`src/rtl/modq_pkg.sv`:
```
// Shared constants and types for the Kyber (q=3329) modular arithmetic datapath.
package modq_pkg;
  localparam int unsigned Q  = 3329;
  localparam int unsigned W  = 12;
  localparam int unsigned K  = 26;
  localparam int unsigned MU = 20158;
  localparam int unsigned PW = 2 * W;   // product width
  localparam int unsigned TW = 14;      // partial residue width, holds [0, 3Q)
  localparam int unsigned MW = PW + 15; // p*MU width

  typedef logic [W-1:0]  coeff_t;
  typedef logic [PW-1:0] prod_t;
  typedef logic [TW-1:0] resid_t;

  localparam resid_t Q_T     = resid_t'(Q);
  localparam resid_t TWO_Q_T = resid_t'(2 * Q);

  // Final correction: bring a residue in [0, 3Q) into [0, Q).
  function automatic coeff_t fold_3q(input resid_t t);
    resid_t v;
    if (t >= TWO_Q_T)  v = t - TWO_Q_T;
    else if (t >= Q_T) v = t - Q_T;
    else               v = t;
    return v[W-1:0];
  endfunction
endpackage

```
`src/rtl/mod_multiplier_barrett_reduce.sv`:
```
// Barrett reduction of a 24-bit product mod Q: S2 registers t in [0,3Q), S3 folds and registers r.
module barrett_reduce
  import modq_pkg::*;
(
  input  logic   clk,
  input  logic   rst_n,
  input  logic   in_valid,
  input  prod_t  p,
  output logic   t_valid,
  output logic   out_valid,
  output coeff_t r
);
  logic [MW-1:0]   p_mu;
  logic [MW-K-1:0] qh;
  prod_t           qh_q;
  prod_t           diff;

  resid_t t_q,       t_d;
  logic   t_valid_q, t_valid_d;
  coeff_t r_q,       r_d;
  logic   done_q,    done_d;

  always_comb begin
    p_mu      = MW'(p) * MW'(MU);
    qh        = p_mu[MW-1:K];
    qh_q      = PW'(qh) * PW'(Q);
    diff      = p - qh_q;
    t_d       = diff[TW-1:0];
    t_valid_d = in_valid;
    // r holds its value between results; only a valid S2 word updates it.
    r_d       = t_valid_q ? fold_3q(t_q) : r_q;
    done_d    = t_valid_q;
  end

  // NOTE: sequential state uses non-blocking assignments so every flop samples pre-edge values.
  always_ff @(posedge clk or negedge rst_n) begin
    if (!rst_n) begin
      t_q       <= '0;
      t_valid_q <= 1'b0;
      r_q       <= '0;
      done_q    <= 1'b0;
    end else begin
      t_q       <= t_d;
      t_valid_q <= t_valid_d;
      r_q       <= r_d;
      done_q    <= done_d;
    end
  end

  assign t_valid   = t_valid_q;
  assign out_valid = done_q;
  assign r         = r_q;
endmodule

```
`src/rtl/mod_multiplier.sv`:
```
// Modular multiplier r = a*b mod 3329 with 3-cycle latency.
// Define MODMUL_PIPE_EN for a fully pipelined engine (en every cycle, busy tied 0).
module mod_multiplier
  import modq_pkg::*;
(
  input  logic   clk,
  input  logic   rst_n,
  input  logic   en,
  input  coeff_t a,
  input  coeff_t b,
  output logic   busy,
  output logic   done,
  output coeff_t r
);
  logic   capture;
  coeff_t a_q, a_d;
  coeff_t b_q, b_d;
  logic   cap_q, cap_d;
  prod_t  p_q, p_d;
  logic   p_valid_q, p_valid_d;
  logic   t_valid;

`ifdef MODMUL_PIPE_EN
  assign capture = en;
  assign busy    = 1'b0;
`else
  logic busy_q, busy_d;

  // Busy drops on the same edge that raises done (t_valid is the S2 stage).
  always_comb begin
    busy_d = busy_q;
    if (capture)      busy_d = 1'b1;
    else if (t_valid) busy_d = 1'b0;
  end

  always_ff @(posedge clk or negedge rst_n) begin
    if (!rst_n) busy_q <= 1'b0;
    else        busy_q <= busy_d;
  end

  assign capture = en && !busy_q;
  assign busy    = busy_q;
`endif

  // NOTE: every always_comb output gets a value on all paths, so no latch is inferred.
  always_comb begin
    a_d       = capture ? a : a_q;
    b_d       = capture ? b : b_q;
    cap_d     = capture;
    p_d       = PW'(a_q) * PW'(b_q);
    p_valid_d = cap_q;
  end

  always_ff @(posedge clk or negedge rst_n) begin
    if (!rst_n) begin
      a_q       <= '0;
      b_q       <= '0;
      cap_q     <= 1'b0;
      p_q       <= '0;
      p_valid_q <= 1'b0;
    end else begin
      a_q       <= a_d;
      b_q       <= b_d;
      cap_q     <= cap_d;
      p_q       <= p_d;
      p_valid_q <= p_valid_d;
    end
  end

  barrett_reduce u_reduce (
    .clk       (clk),
    .rst_n     (rst_n),
    .in_valid  (p_valid_q),
    .p         (p_q),
    .t_valid   (t_valid),
    .out_valid (done),
    .r         (r)
  );
endmodule

```
`config.mk`:
```
export PLATFORM = sky130hd
export DESIGN_NAME = mod_multiplier
export DESIGN_NICKNAME = d
export VERILOG_FILES = /design/src/rtl/modq_pkg.sv /design/src/rtl/mod_multiplier_barrett_reduce.sv /design/src/rtl/mod_multiplier.sv
export SDC_FILE = /design/constraint.sdc
export NUM_CORES = 1
export LEC_CHECK = 0
export BUFFER_PORTS_ARGS = -buffer_cell sky130_fd_sc_hd__buf_4
export CAP_MARGIN = 0
export CORE_MARGIN = 4
export CORE_UTILIZATION = 50
export CTS_CLUSTER_DIAMETER = 40
export DETAILED_ROUTE_END_ITERATION = 8
export PLACE_DENSITY = 0.69
export SKIP_CTS_REPAIR_TIMING = 1
export SYNTH_ARGS = -nofsm -noshare
export SYNTH_HDL_FRONTEND = slang
export SYNTH_SLANG_ARGS = --single-unit
```
`constraint.sdc`:
```
create_clock -name clk -period 8.7 [get_ports clk]
set_input_delay 1.74 -clock clk [delete_from_list [all_inputs] [get_ports clk]]
set_output_delay 1.74 -clock clk [all_outputs]
set_load 0.02 [all_outputs]
```
Yosys cells after proc, flatten, opt, wreduce, memory -nomap -nowiden

Cells that the tools add are included.

Input port bits: 27
Word-level logic and storage cells: 25
Register bits after elaboration: 79
Output and inout port bits: 14

Add/subtract/negate cells: 3
Reduce and logical (&&, ||, !) cells: 3
Mux-type cells: 4
$mul: 3
$lt $le $gt $ge: 2

Operators by type and width:

| cell                     | count |
|---|---|
| $mul A24 B14 Y38 const B | 1 |
| $mul A12 B12 Y24         | 1 |
| $mux W12                 | 2 |
| $sub A12 B12 Y12 const B | 2 |
| $ge A14 B12 Y1 const B   | 1 |
| $ge A14 B13 Y1 const B   | 1 |
| $mul A13 B12 Y14 const B | 1 |
| $sub A14 B14 Y14         | 1 |
| $mux W1                  | 2 |
| $reduce_bool A2 Y1       | 1 |
| $logic_and A1 B1 Y1      | 1 |
| $logic_not A1 Y1         | 1 |

Logic depth before layout (Yosys ltp)

Depth after elaboration: 3
Mapped depth: 36
Depth with buffers taken out: 36

Cells and area by module

A second synthesis with hierarchy kept.

Cell total of the unflattened synthesis: 1543
Area total of the unflattened synthesis: 15234.6 um^2

By module, submodules not included:

| module         | cells an instance | seq. area each (um^2) | instances | area each (um^2) |
|---|---|---|---|---|
| barrett_reduce | 890               | 700.7                 | 1         | 8879.8 |
| mod_multiplier | 653               | 1276.2                | 1         | 6354.8 |

Worst setup path before layout

Ideal clock, no wire load.

Path type: reg2reg
Start point: register p_q[7]
End point: register u_reduce.t_q[13]
Path buffers: 0
Data required time: 8.566 ns
Stages on the path, launching flop included: 32
Path slack: -0.389 ns
Data arrival time: 8.955 ns
Clock period less this slack: 9.089 ns
Cells stage by stage: dfrtp_1 > fa_1 > fa_1 > fa_1 > fa_1 > fa_1 > inv_1 > fa_1 > inv_1 > ha_1 > and3_1 > and4_1 > a221o_1 > a21o_1 > a211o_1 > xor2_1 > xnor2_1 > ha_1 > nor2_1 > fa_1 > inv_1 > fa_1 > xor2_1 > ha_1 > a21oi_1 > o2111ai_1 > a21oi_1 > nor2_1 > a211oi_1 > o2111ai_1 > xnor3_1 > xnor3_1

Cells in the longest elaborated chain, start to end: 3

Ends and longest elaborated chain:

| item                        | line                                | text |
|---|---|---|
| from (decl)                 | mod_multiplier.sv:19                | `prod_t p_q, p_d;` |
| from (signal assigned)      | mod_multiplier.sv:65                | `p_q <= p_d;` |
| $mul A24 B14 Y38            | mod_multiplier_barrett_reduce.sv:24 | `p_mu = MW'(p) * MW'(MU);` |
| $mul A13 B12 Y14            | mod_multiplier_barrett_reduce.sv:26 | `qh_q = PW'(qh) * PW'(Q);` |
| $sub A14 B14 Y14 (*)        | mod_multiplier_barrett_reduce.sv:27 | `diff = p - qh_q;` |
| named net u_reduce.diff[13] | mod_multiplier_barrett_reduce.sv:16 | `prod_t diff;` |
| to (signal assigned)        | mod_multiplier_barrett_reduce.sv:43 | `t_q <= t_d;` |
| to (decl)                   | mod_multiplier_barrett_reduce.sv:18 | `resid_t t_q, t_d;` |

Mark *: on every way through the listed nets, which the timed path passes. The rest lies on a longest branch.
A chain may end at the register's enable or synchronous reset.

Final worst setup path

Start point: register p_q[9]
End point: register u_reduce.t_q[13]

Same word-level chain as after synthesis.

==> results.toml <==
[timing]
maxSlewHeadroom_pct = 37.72
fin_skew_ns = 0.01010
setup_viol = 1
fin_ws_ns = -0.1123
rsz0062_at_grt = "yes"
max_clock_freq_ghz = 0.1135
worst_slew_pin_slew_ns = 0.9241
period_needed_ns = 8.812
finalHoldViolCount = 0
finalCritPeriodShare_pct = 101.3
final_max_slew_viol_count = 0

[critical_path]
regToRegStartpoint = "p_q[9]"
critical_path_required_ns = 8.93
crit_slowest_cell = "fa_1"
slowest_delay_ns = 0.61
endpoint_kind = "flip-flop"
cp_max_fo = 3
worstPathArrival_ns = 9.04
crit_start = "p_q[9]"
ff2ff_path_depth = 31
cp-start-kind = "flip-flop"
worstSetupPathType = "reg2reg"
cp_common_cell = "fa_1"

[yosys]
syn_inst = 1490
synth.distinct_cells = 62
synth_top_area_share_pct = 34.52
synth_area_per_cell_um2 = 9.965
syn_nets = 2016
synth_warnings = 0
yosys.area.top_type = "fa_1"
synthesis.area_um2 = 14850
yosysSeqAreaShare_pct = 13.31
synth_ff_type = "dfrtp_1"
synth-edff-count = 0
async_flop_share_pct = 100.0
synthTopCellsByArea = "fa_1, ha_1, dfrtp_1, inv_1, nand2_1"
synth-seq-cells = 79

[clock_network]
cts_tree = "done"
clk_latency_ns = 0.35
clkTransAtPathRegs_ns = 0.07
cts.sink_count = 79
htree_levels = 3
root_buffer = "clkbuf_16"
cts_buffers = 9
cts_buffer_depth = 2

[cells_and_area]
syn2layout_area_growth_pct = 14.11
instances_no_fill = 2004
fill_cells = 2469
layout.nets = 2141
multi_input_area_um2 = 11720
fin_area_um2 = 16940
num_antenna_cells = 0
ff_latch_area_um2 = 1988
post_route_cells_drive_above_1_share_pct = 15.99
utilization_pct = 58.40

[worst_hold_path]
worstHoldStart = "p_valid_q"
whs_path_depth = 0
hp-class = "reg2reg"

[run_status]
violations = "negative setup slack"
status = "finished with violations"

[global_route]
grt_pass1_vias = 10980
grtUsageTotal_pct = 19.65
grt_start_max_net_pins = 65
grt_pass1_wl_mm = 52.77
gr-total-overflow = 0
antenna_found_initial = 0

[place]
post_dp_cell_area_um2 = 16220
dp.cells = 1971
place.port_buffers = 40
place_congestion = 0.8658
place_hpwl_mm = 26.96

[floorplan]
core-area_um2 = 29010
initial_core_util_pct = 51.18
row_count = 62
ioPinCount = 41
die_h_um = 180.3
dieArea_um2 = 32520
die_x_um = 180.3

[routing]
ant_nets = 0
drt_iter0_drc = 343
drc = 0
firstDrtPassIters = 4
wl_per_cell_um = 15.63
via_per_inst = 5.164
drt_wl_total_mm = 31.32
vias = 10350

[flow_run]
drv_cap = 0
-- layout make-up --
type / instances / share of cell area [%]
inverters: 342 / 7.577
repair buffers: 147 / 6.794
multi-input cells: 1036 / 69.19
well taps: 384 / 2.836
clock buffers: 9 / 1.329
flip-flops and latches: 79 / 11.73
clock inverters: 7 / 0.5391
-- placed cells by master, fill, tap and decap left out, types with 4 or more instances in the layout --
master / count
o21a_1: 6
nor2b_1: 9
buf_4: 139
fa_2: 7
ha_4: 10
nor2_1: 47
nand4_1: 5
o211ai_1: 4
ha_1: 232
a211oi_1: 5
and3_1: 4
xnor2_1: 43
nand2_1: 131
fa_1: 249
mux2_2: 27
dfrtp_2: 9
inv_1: 334
nand3_1: 14
buf_6: 6
a21oi_2: 6
a21oi_1: 46
nor3_1: 8
o21ai_1: 4
o21ai_0: 22
and2_1: 51
nand2b_1: 5
a21o_1: 17
xor2_1: 16
inv_2: 8
dfrtp_1: 70
a31oi_1: 5
clkbuf_16: 9
-- metal layers --
| metal | up-vias | routed length [µm] | global-route usage [%] |
|---|---|---|---|
| li1 | 4916 | - | - |
| met1 | 5201 | 13010 | 24.90 |
| met2 | 172 | 16550 | 35.34 |
| met3 | 60 | 821 | 2.342 |
| met4 | 0 | 932 | 6.019 |
| met5 | - | 0 | 0 |
-- per-stage QoR --
| step | TNS, ns | hold WS, ns | worst slack, ns |
|---|---|---|---|
| 2_1_floorplan | 0 | 0.3312 | 0.01136 |
| 3_3_place_gp | -0.2481 | 0.3313 | -0.1434 |
| 3_5_place_dp | -0.4903 | 0.3347 | -0.2820 |
| 4_1_cts | -0.4904 | 0.3516 | -0.2797 |
| 5_1_grt | -1.032 | 0.3607 | -0.4013 |
| 6_report | -0.1123 | 0.3502 | -0.1123 |
-- cells in the mapped netlist, drive strengths merged (5+ instances only) --
cell type and instances:
a211oi 7, ha 243, nand4 5, clkbuf 30, a21oi 52, dfrtp 79
and3 5, o21ai 28, mux2 27, a31oi 6, a21o 18, nand3 14
and2 51, o21a 6, nor2b 10, nor3 9, nand2b 5, nand2 131
inv 342, xnor2 44, xor2 19, nor2 49, fa 256, o2111ai 5
-- critical path, delay by kind of cell (launching register included) --
family / cells / cell delay, ns
compound gates: 8 / 1.73
xor+xnor: 5 / 1.10
fa+ha+maj: 11 / 4.88
buf+inv: 4 / 0.28
flops: 1 / 0.40
simple gates: 3 / 0.29
-- worst paths after layout --
kind | endpoint | slack (ns)
setup reg to reg | u_reduce.t_q[13] | -0.11
min in group asynchronous | u_reduce.t_q[10] | 1.24
setup / recovery | u_reduce.t_q[13] | -0.11
hold reg to reg | u_reduce.t_valid | 0.35
max in group asynchronous | p_q[14] | 6.30
hold / removal | u_reduce.t_valid | 0.35
-- registers in the layout, summed over array words and instances (netlist names) --
register,flops
cap_q,1
u_reduce.out_valid,1
busy,1
u_reduce.t_q,14
b_q,12
u_reduce.t_valid,1
p_valid_q,1
u_reduce.r,12
a_q,12
p_q,24
-- cells by family (layout without fill, tap and decap cells) --
logic type                 after synthesis  in the layout  share of synthesized area [%]
adders and majority gates              499            499                          54.99
buffers and inverters                  375            505                          9.505
and+or+nand+nor                        290            290                          9.253
AOI/OAI and AO/OA                      155            155                          6.868
DFF                                     79             79                          13.31
xor gates and xnor gates                65             65                          4.020
muxes                                   27             27                          2.048
Power is not shown: default switching activity piles up to over one toggle a cycle in this logic, so the estimate is an artifact.
